==> src/rtl/ctrl_fsm.sv <==
// Main control FSM of the 16-bit processor: init copy mode, fetch/decode,
// WISHBONE load/store/return, multi-cycle ALU waits, interrupts and sync barrier.
module ctrl_fsm #(
  parameter int INSTR_WIDTH   = 16,
  parameter int ADDR_WIDTH_OP = 4,
  parameter int ADDR_WIDTH_PC = 12,
  parameter int OPCODE_LGNT   = 8,
  parameter int JMPR_OPCODE   = 4,
  parameter int SEG_REG_WIDTH = 4
) (
  input  logic                     clk_i,
  input  logic                     a_reset_l,
  input  logic [INSTR_WIDTH-1:0]   out_data_pram_i,
  input  logic                     intr_h_i,
  input  logic                     ovr_i,
  input  logic                     valid_i,
  input  logic                     wb_ack_i,
  input  logic [INSTR_WIDTH-1:0]   data_b_bus_i,
  input  logic [INSTR_WIDTH-1:0]   data_wb_bus_i,
  input  logic                     mask_i,
  input  logic                     sync_h_i,
  input  logic                     alu_valid_i,
  output logic [OPCODE_LGNT-1:0]   alu_op_o,
  output logic                     wb_we_o,
  output logic                     wb_start_o,
  output logic                     regfile_we_o,
  output logic [ADDR_WIDTH_OP-1:0] adr_a_o,
  output logic [ADDR_WIDTH_OP-1:0] adr_b_o,
  output logic                     seg_reg_we_o,
  output logic [SEG_REG_WIDTH-1:0] seg_reg_o,
  output logic                     adr_ld_o,
  output logic [ADDR_WIDTH_PC-1:0] adr_pc_o,
  output logic                     init_mode_o,
  output logic [1:0]               alu_mux_o,
  output logic [1:0]               sp_mux_o,
  output logic [1:0]               data_mux_o,
  output logic                     inc_o
);

  typedef enum logic [3:0] {
    S_INIT,
    S_FETCH,
    S_EXEC,
    S_WAIT_ALU,
    S_WAIT_WB,
    S_WAIT_RET,
    S_WAIT_SYNC,
    S_INT_PUSH,
    S_INT_JMP
  } state_t;

  localparam logic [OPCODE_LGNT-1:0]   OP_NOP      = 'h00;
  localparam logic [OPCODE_LGNT-1:0]   OP_ALU_LAST = 'h1F;
  localparam logic [OPCODE_LGNT-1:0]   OP_MD_FIRST = 'h20;
  localparam logic [OPCODE_LGNT-1:0]   OP_MD_LAST  = 'h2F;
  localparam logic [OPCODE_LGNT-1:0]   OP_LOAD     = 'h40;
  localparam logic [OPCODE_LGNT-1:0]   OP_STORE    = 'h41;
  localparam logic [OPCODE_LGNT-1:0]   OP_SEG      = 'h50;
  localparam logic [OPCODE_LGNT-1:0]   OP_JMPR     = 'h60;
  localparam logic [OPCODE_LGNT-1:0]   OP_RETI     = 'h61;
  localparam logic [OPCODE_LGNT-1:0]   OP_SYNC     = 'h70;
  localparam logic [ADDR_WIDTH_PC-1:0] INT_VECTOR  = 'h004;

  state_t                   state_q, state_d;
  logic [INSTR_WIDTH-1:0]   ir_q, ir_d;
  logic                     push_busy_q, push_busy_d;
  logic [OPCODE_LGNT-1:0]   opcode;
  logic                     is_jmp_abs;
  logic                     unused_bus_bits;

  assign opcode          = ir_q[INSTR_WIDTH-1 -: OPCODE_LGNT];
  assign is_jmp_abs      = (ir_q[INSTR_WIDTH-1 -: JMPR_OPCODE] == '1);
  assign unused_bus_bits = ^{data_b_bus_i[INSTR_WIDTH-1:ADDR_WIDTH_PC],
                             data_wb_bus_i[INSTR_WIDTH-1:ADDR_WIDTH_PC]};

  always_ff @(posedge clk_i or negedge a_reset_l) begin
    if (!a_reset_l) begin
      state_q     <= S_INIT;
      ir_q        <= '0;
      push_busy_q <= 1'b0;
    end else begin
      state_q     <= state_d;
      ir_q        <= ir_d;
      push_busy_q <= push_busy_d;
    end
  end

  always_comb begin
    state_d      = state_q;
    ir_d         = ir_q;
    push_busy_d  = 1'b0;
    alu_op_o     = '0;
    wb_we_o      = 1'b0;
    wb_start_o   = 1'b0;
    regfile_we_o = 1'b0;
    adr_a_o      = '0;
    adr_b_o      = '0;
    seg_reg_we_o = 1'b0;
    seg_reg_o    = '0;
    adr_ld_o     = 1'b0;
    adr_pc_o     = '0;
    init_mode_o  = 1'b0;
    alu_mux_o    = 2'b00;
    sp_mux_o     = 2'b00;
    data_mux_o   = 2'b00;
    inc_o        = 1'b0;

    if (state_q inside {S_EXEC, S_WAIT_ALU, S_WAIT_WB, S_WAIT_RET, S_WAIT_SYNC}) begin
      adr_a_o = ir_q[2*ADDR_WIDTH_OP-1:ADDR_WIDTH_OP];
      adr_b_o = ir_q[ADDR_WIDTH_OP-1:0];
    end

    case (state_q)
      S_INIT: begin
        init_mode_o = 1'b1;
        // An overrun restarts the copy from address 0 and drops the pending word
        if (ovr_i) begin
          adr_ld_o = 1'b1;
        end else begin
          inc_o = valid_i;
        end
        if (sync_h_i) begin
          adr_ld_o = 1'b1;
          state_d  = S_FETCH;
        end
      end

      S_FETCH: begin
        if (intr_h_i && !mask_i) begin
          state_d = S_INT_PUSH;
        end else begin
          ir_d    = out_data_pram_i;
          inc_o   = 1'b1;
          state_d = S_EXEC;
        end
      end

      S_EXEC: begin
        state_d = S_FETCH;
        if (is_jmp_abs) begin
          adr_ld_o = 1'b1;
          adr_pc_o = ir_q[ADDR_WIDTH_PC-1:0];
        end else if (opcode != OP_NOP && opcode <= OP_ALU_LAST) begin
          alu_op_o     = opcode;
          alu_mux_o    = 2'b10;
          regfile_we_o = 1'b1;
        end else if (opcode >= OP_MD_FIRST && opcode <= OP_MD_LAST) begin
          alu_op_o = opcode;
          state_d  = S_WAIT_ALU;
        end else begin
          case (opcode)
            OP_LOAD: begin
              wb_start_o = 1'b1;
              sp_mux_o   = 2'b10;
              state_d    = S_WAIT_WB;
            end
            OP_STORE: begin
              wb_start_o = 1'b1;
              wb_we_o    = 1'b1;
              data_mux_o = 2'b01;
              sp_mux_o   = 2'b10;
              state_d    = S_WAIT_WB;
            end
            OP_SEG: begin
              seg_reg_we_o = 1'b1;
              seg_reg_o    = ir_q[SEG_REG_WIDTH-1:0];
            end
            OP_JMPR: begin
              adr_ld_o = 1'b1;
              adr_pc_o = data_b_bus_i[ADDR_WIDTH_PC-1:0];
            end
            OP_RETI: begin
              wb_start_o = 1'b1;
              sp_mux_o   = 2'b01;
              state_d    = S_WAIT_RET;
            end
            OP_SYNC: state_d = S_WAIT_SYNC;
            default: ;
          endcase
        end
      end

      S_WAIT_ALU: begin
        alu_op_o = opcode;
        if (alu_valid_i) begin
          regfile_we_o = 1'b1;
          alu_mux_o    = 2'b10;
          state_d      = S_FETCH;
        end
      end

      S_WAIT_WB: begin
        sp_mux_o = 2'b10;
        if (opcode == OP_STORE) begin
          wb_we_o    = 1'b1;
          data_mux_o = 2'b01;
        end
        if (wb_ack_i) begin
          if (opcode != OP_STORE) begin
            regfile_we_o = 1'b1;
            alu_mux_o    = 2'b01;
          end
          state_d = S_FETCH;
        end
      end

      S_WAIT_RET: begin
        sp_mux_o = 2'b01;
        if (wb_ack_i) begin
          adr_ld_o = 1'b1;
          adr_pc_o = data_wb_bus_i[ADDR_WIDTH_PC-1:0];
          state_d  = S_FETCH;
        end
      end

      S_WAIT_SYNC: begin
        if (sync_h_i) state_d = S_FETCH;
      end

      S_INT_PUSH: begin
        // push_busy_q keeps the start strobe to the first cycle of the push
        wb_we_o    = 1'b1;
        data_mux_o = 2'b10;
        sp_mux_o   = 2'b01;
        wb_start_o = !push_busy_q;
        if (wb_ack_i) begin
          state_d = S_INT_JMP;
        end else begin
          push_busy_d = 1'b1;
        end
      end

      S_INT_JMP: begin
        adr_ld_o = 1'b1;
        adr_pc_o = INT_VECTOR;
        state_d  = S_FETCH;
      end

      default: state_d = S_INIT;
    endcase
  end

endmodule

==> config.mk <==
export PLATFORM = sky130hd
export DESIGN_NAME = ctrl_fsm
export DESIGN_NICKNAME = d
export VERILOG_FILES = /design/src/rtl/ctrl_fsm.sv
export SDC_FILE = /design/constraint.sdc
export NUM_CORES = 1
export LEC_CHECK = 0
export CAP_MARGIN = 20
export CORE_MARGIN = 2
export CORE_UTILIZATION = 41
export CTS_CLUSTER_SIZE = 24
export DETAILED_ROUTE_END_ITERATION = 10
export PLACE_DENSITY = 0.86
export SKIP_LAST_GASP = 1
export SLEW_MARGIN = 40
export SYNTH_ARGS = -nofsm -noshare
export SYNTH_HDL_FRONTEND = slang
export SYNTH_SLANG_ARGS = --single-unit
export TNS_END_PERCENT = 100
==> constraint.sdc <==
create_clock -name clk_i -period 4 [get_ports clk_i]
set_input_delay 0.4 -clock clk_i [delete_from_list [all_inputs] [get_ports clk_i]]
set_output_delay 0.4 -clock clk_i [all_outputs]
set_load 0.01 [all_outputs]
==> flow_summary.ini <==
[grt]
antenna_found_initial = 0
gr-total-overflow = 0
grt_pass1_wl_um = 8490
track_usage_pct = 21.2
grt_pass1_vias = 1758
grt_max_degree = 22

[drt]
via_count = 1796
avgRoutedWirePerCell_um = 15.4
first_pass_iters = 4
avgViaCountPerCell = 5.33
remaining_drc_errors = 0
totalWireLength_um = 5190
ant_nets = 0
first_iter_violations = 163

[sta]
setup_ws_ps = 706
finalHoldViolations = 0
skew_ps = 1.92
finalCritPeriodShare_pct = 82.4
slew_headroom_pct = 48.1
tightest_slew_ps = 774
setup_violations = 0
fmax_ghz = 0.304
setup_tns_ps = 0
timing.final.crit_period_ps = 3290
fin_hold_ws_ps = 86.5
rsz0062_at_grt = no
report.final.slew_viol_count = 0

[die]
start_util_pct = 43.1
die-area_um2 = 4800
num_io_pins = 102
dieWidth_um = 69.3
die_h_um = 69.3
rows = 23
core_um2 = 4060

[power_and_ir_drop]
vdd_ir_drop_max_uv = 388
p_leak_nw = 1.13
power.density_nw_per_um2 = 622
power.total_w = 0.00167

[clock_tree]
path_clk_slew_ps = 80
cts_max_level = 1
clockBufferDepth = 2
cts_hold_buf = 0
cts_tree = done
clk_latency_ps = 260
postCtsSetupRepairBufs = 0
cts_root_buffer = clkbuf_8
cts.sinks = 21
post_cts_resized = 0
cts_buffers = 3

[hold_path]
hold_path.class = in2async

[worst_setup_path]
startpoint = state_q[1]
worstReg2RegStart = state_q[1]
cpMaxStageDelayCell = dfrtp_1
cp_max_fo = 20
r2r_end = state_q[1]
crit_arrival_ps = 2890
ff2ff_setup_slack_ps = 2150
cp.buffers_inverters = 1
crit_path_end_kind = primary output
crit_type = reg2out
required_ps = 3600
cpPeakStageDelay_ps = 750
cp_cell_sequence = nor4b_4 > nand2_1 > nor3_2 > nand2_1 > nand2_1 > clkdlybuf4s50_1
critPathLaunchType = flop
critPathMostFrequentCell = nand2_1
path_delay_family = simple AND/OR/NAND/NOR gates
r2r_cells = 5

[yosys]
synth_enable_flop_cells = 0
syn-cell-area_um2 = 1750
synth_top_area_cell = dfrtp_1
avgSynthCellArea_um2 = 8.57
async_flop_share_pct = 100
seq_area_frac_synth_pct = 30.0
yosysMostFrequentCell = nand2_1
syn-num-nets = 261
ys_ff_latch = 21
ys_types = 47
yosysWarnings = 0
synth_common_cells = nand2_1 (32), dfrtp_1 (21), nor2_1 (21)
synth_ff_type = dfrtp_1
synth_top_area_share_pct = 30.0
syn_inst = 204
synth_area_leaders = dfrtp_1 (30%), mux2_4 (7.7%), nand2_1 (6.9%), and2_1 (6.4%), a22oi_1 (5.6%)

[cells_and_area]
fin_nets = 345
drive_gt1_share_pct = 10.5
synthToLayoutAreaGrowth_pct = 53.7
final_core_util_pct = 66.3
diodes = 0

[place]
pre_cts_slack_ps = 996
place_congestion = 0.879
hpwlAfterDp_um = 3990
numPortBuffers = 93

[job]
maxCapViolCount = 0

[outcome]
status = finished, final reports clean
[power breakdown]
part / internal [W] / switching (W) / leakage, nW
logic: 0.000592 / 0.000415 / 0.856
clock network: 0.0000711 / 0.0000716 / 0.0228
registers: 0.000313 / 0.000211 / 0.253
[layer usage]
metal	part of all wire [%]	GRT usage [%]	up-vias
li1	-	-	882
met1	43	27.1	849
met2	51	37.0	59
met3	5.1	4.36	6
met4	0.98	4.14	0
met5	0	0	-
[cells in the final DEF (no fill, tap or decap), types with 3 or more instances in the layout]
cell and instances:
a21oi_1 6, a22oi_1 13, and2_1 18, clkbuf_8 3
clkdlybuf4s50_1 92, dfrtp_1 21, mux2_2 7, mux2_4 9
nand2_1 32, nand2b_1 3, nand3_1 4, nor2_1 21
nor2b_1 4, nor3_1 4, o21ai_0 6
[stage by stage]
stage / std cells / instance area (µm²)
after floorplan: 204 / 1750
after global placement: 333 / 2650
after detailed placement: 333 / 2640
after CTS: 337 / 2690
after global routing: 337 / 2690
final: 337 / 2690
[worst reg2reg max path, cell delays in order (launching register included)]
cell      delay (ps)
dfrtp_1          750
nor4b_4          390
nand2_1          160
a31oi_1          220
o21ai_0          160
nand3b_1         110
[flip-flops by register name, summed over array words and instances (netlist names)]
register,cells
state_q,4
ir_q,16
push_busy_q,1
[cell type report]
type / count / area, µm²
timing repair buffer: 94 / 933
fill: 337 / 1370
multi-input combinational: 166 / 1110
sequential: 21 / 526
tap: 50 / 62.6
clock buffer: 4 / 45.0
inverter: 2 / 7.51
[cells by family (layout without fill, tap and decap cells)]
family          after synthesis  count (layout)  synth area share, %
xor+xnor                      1               1                0.501
simple gates                105             105                 33.2
buf+inv                      17             100                 6.22
mux                          16              16                 12.2
flops                        21              21                 30.0
compound gates               44              44                 17.8
[how the worst max path moves through the flow]
stage                               to  cells after the start
final                      adr_pc_o[4]                      6
after floorplan           seg_reg_o[0]                      6
after CTS                  adr_pc_o[2]                      6
after global routing       adr_pc_o[0]                      6
after global placement     adr_pc_o[1]                      6
after detailed placement   adr_pc_o[2]                      6
Note: power is estimated with default switching activity, not from simulation.
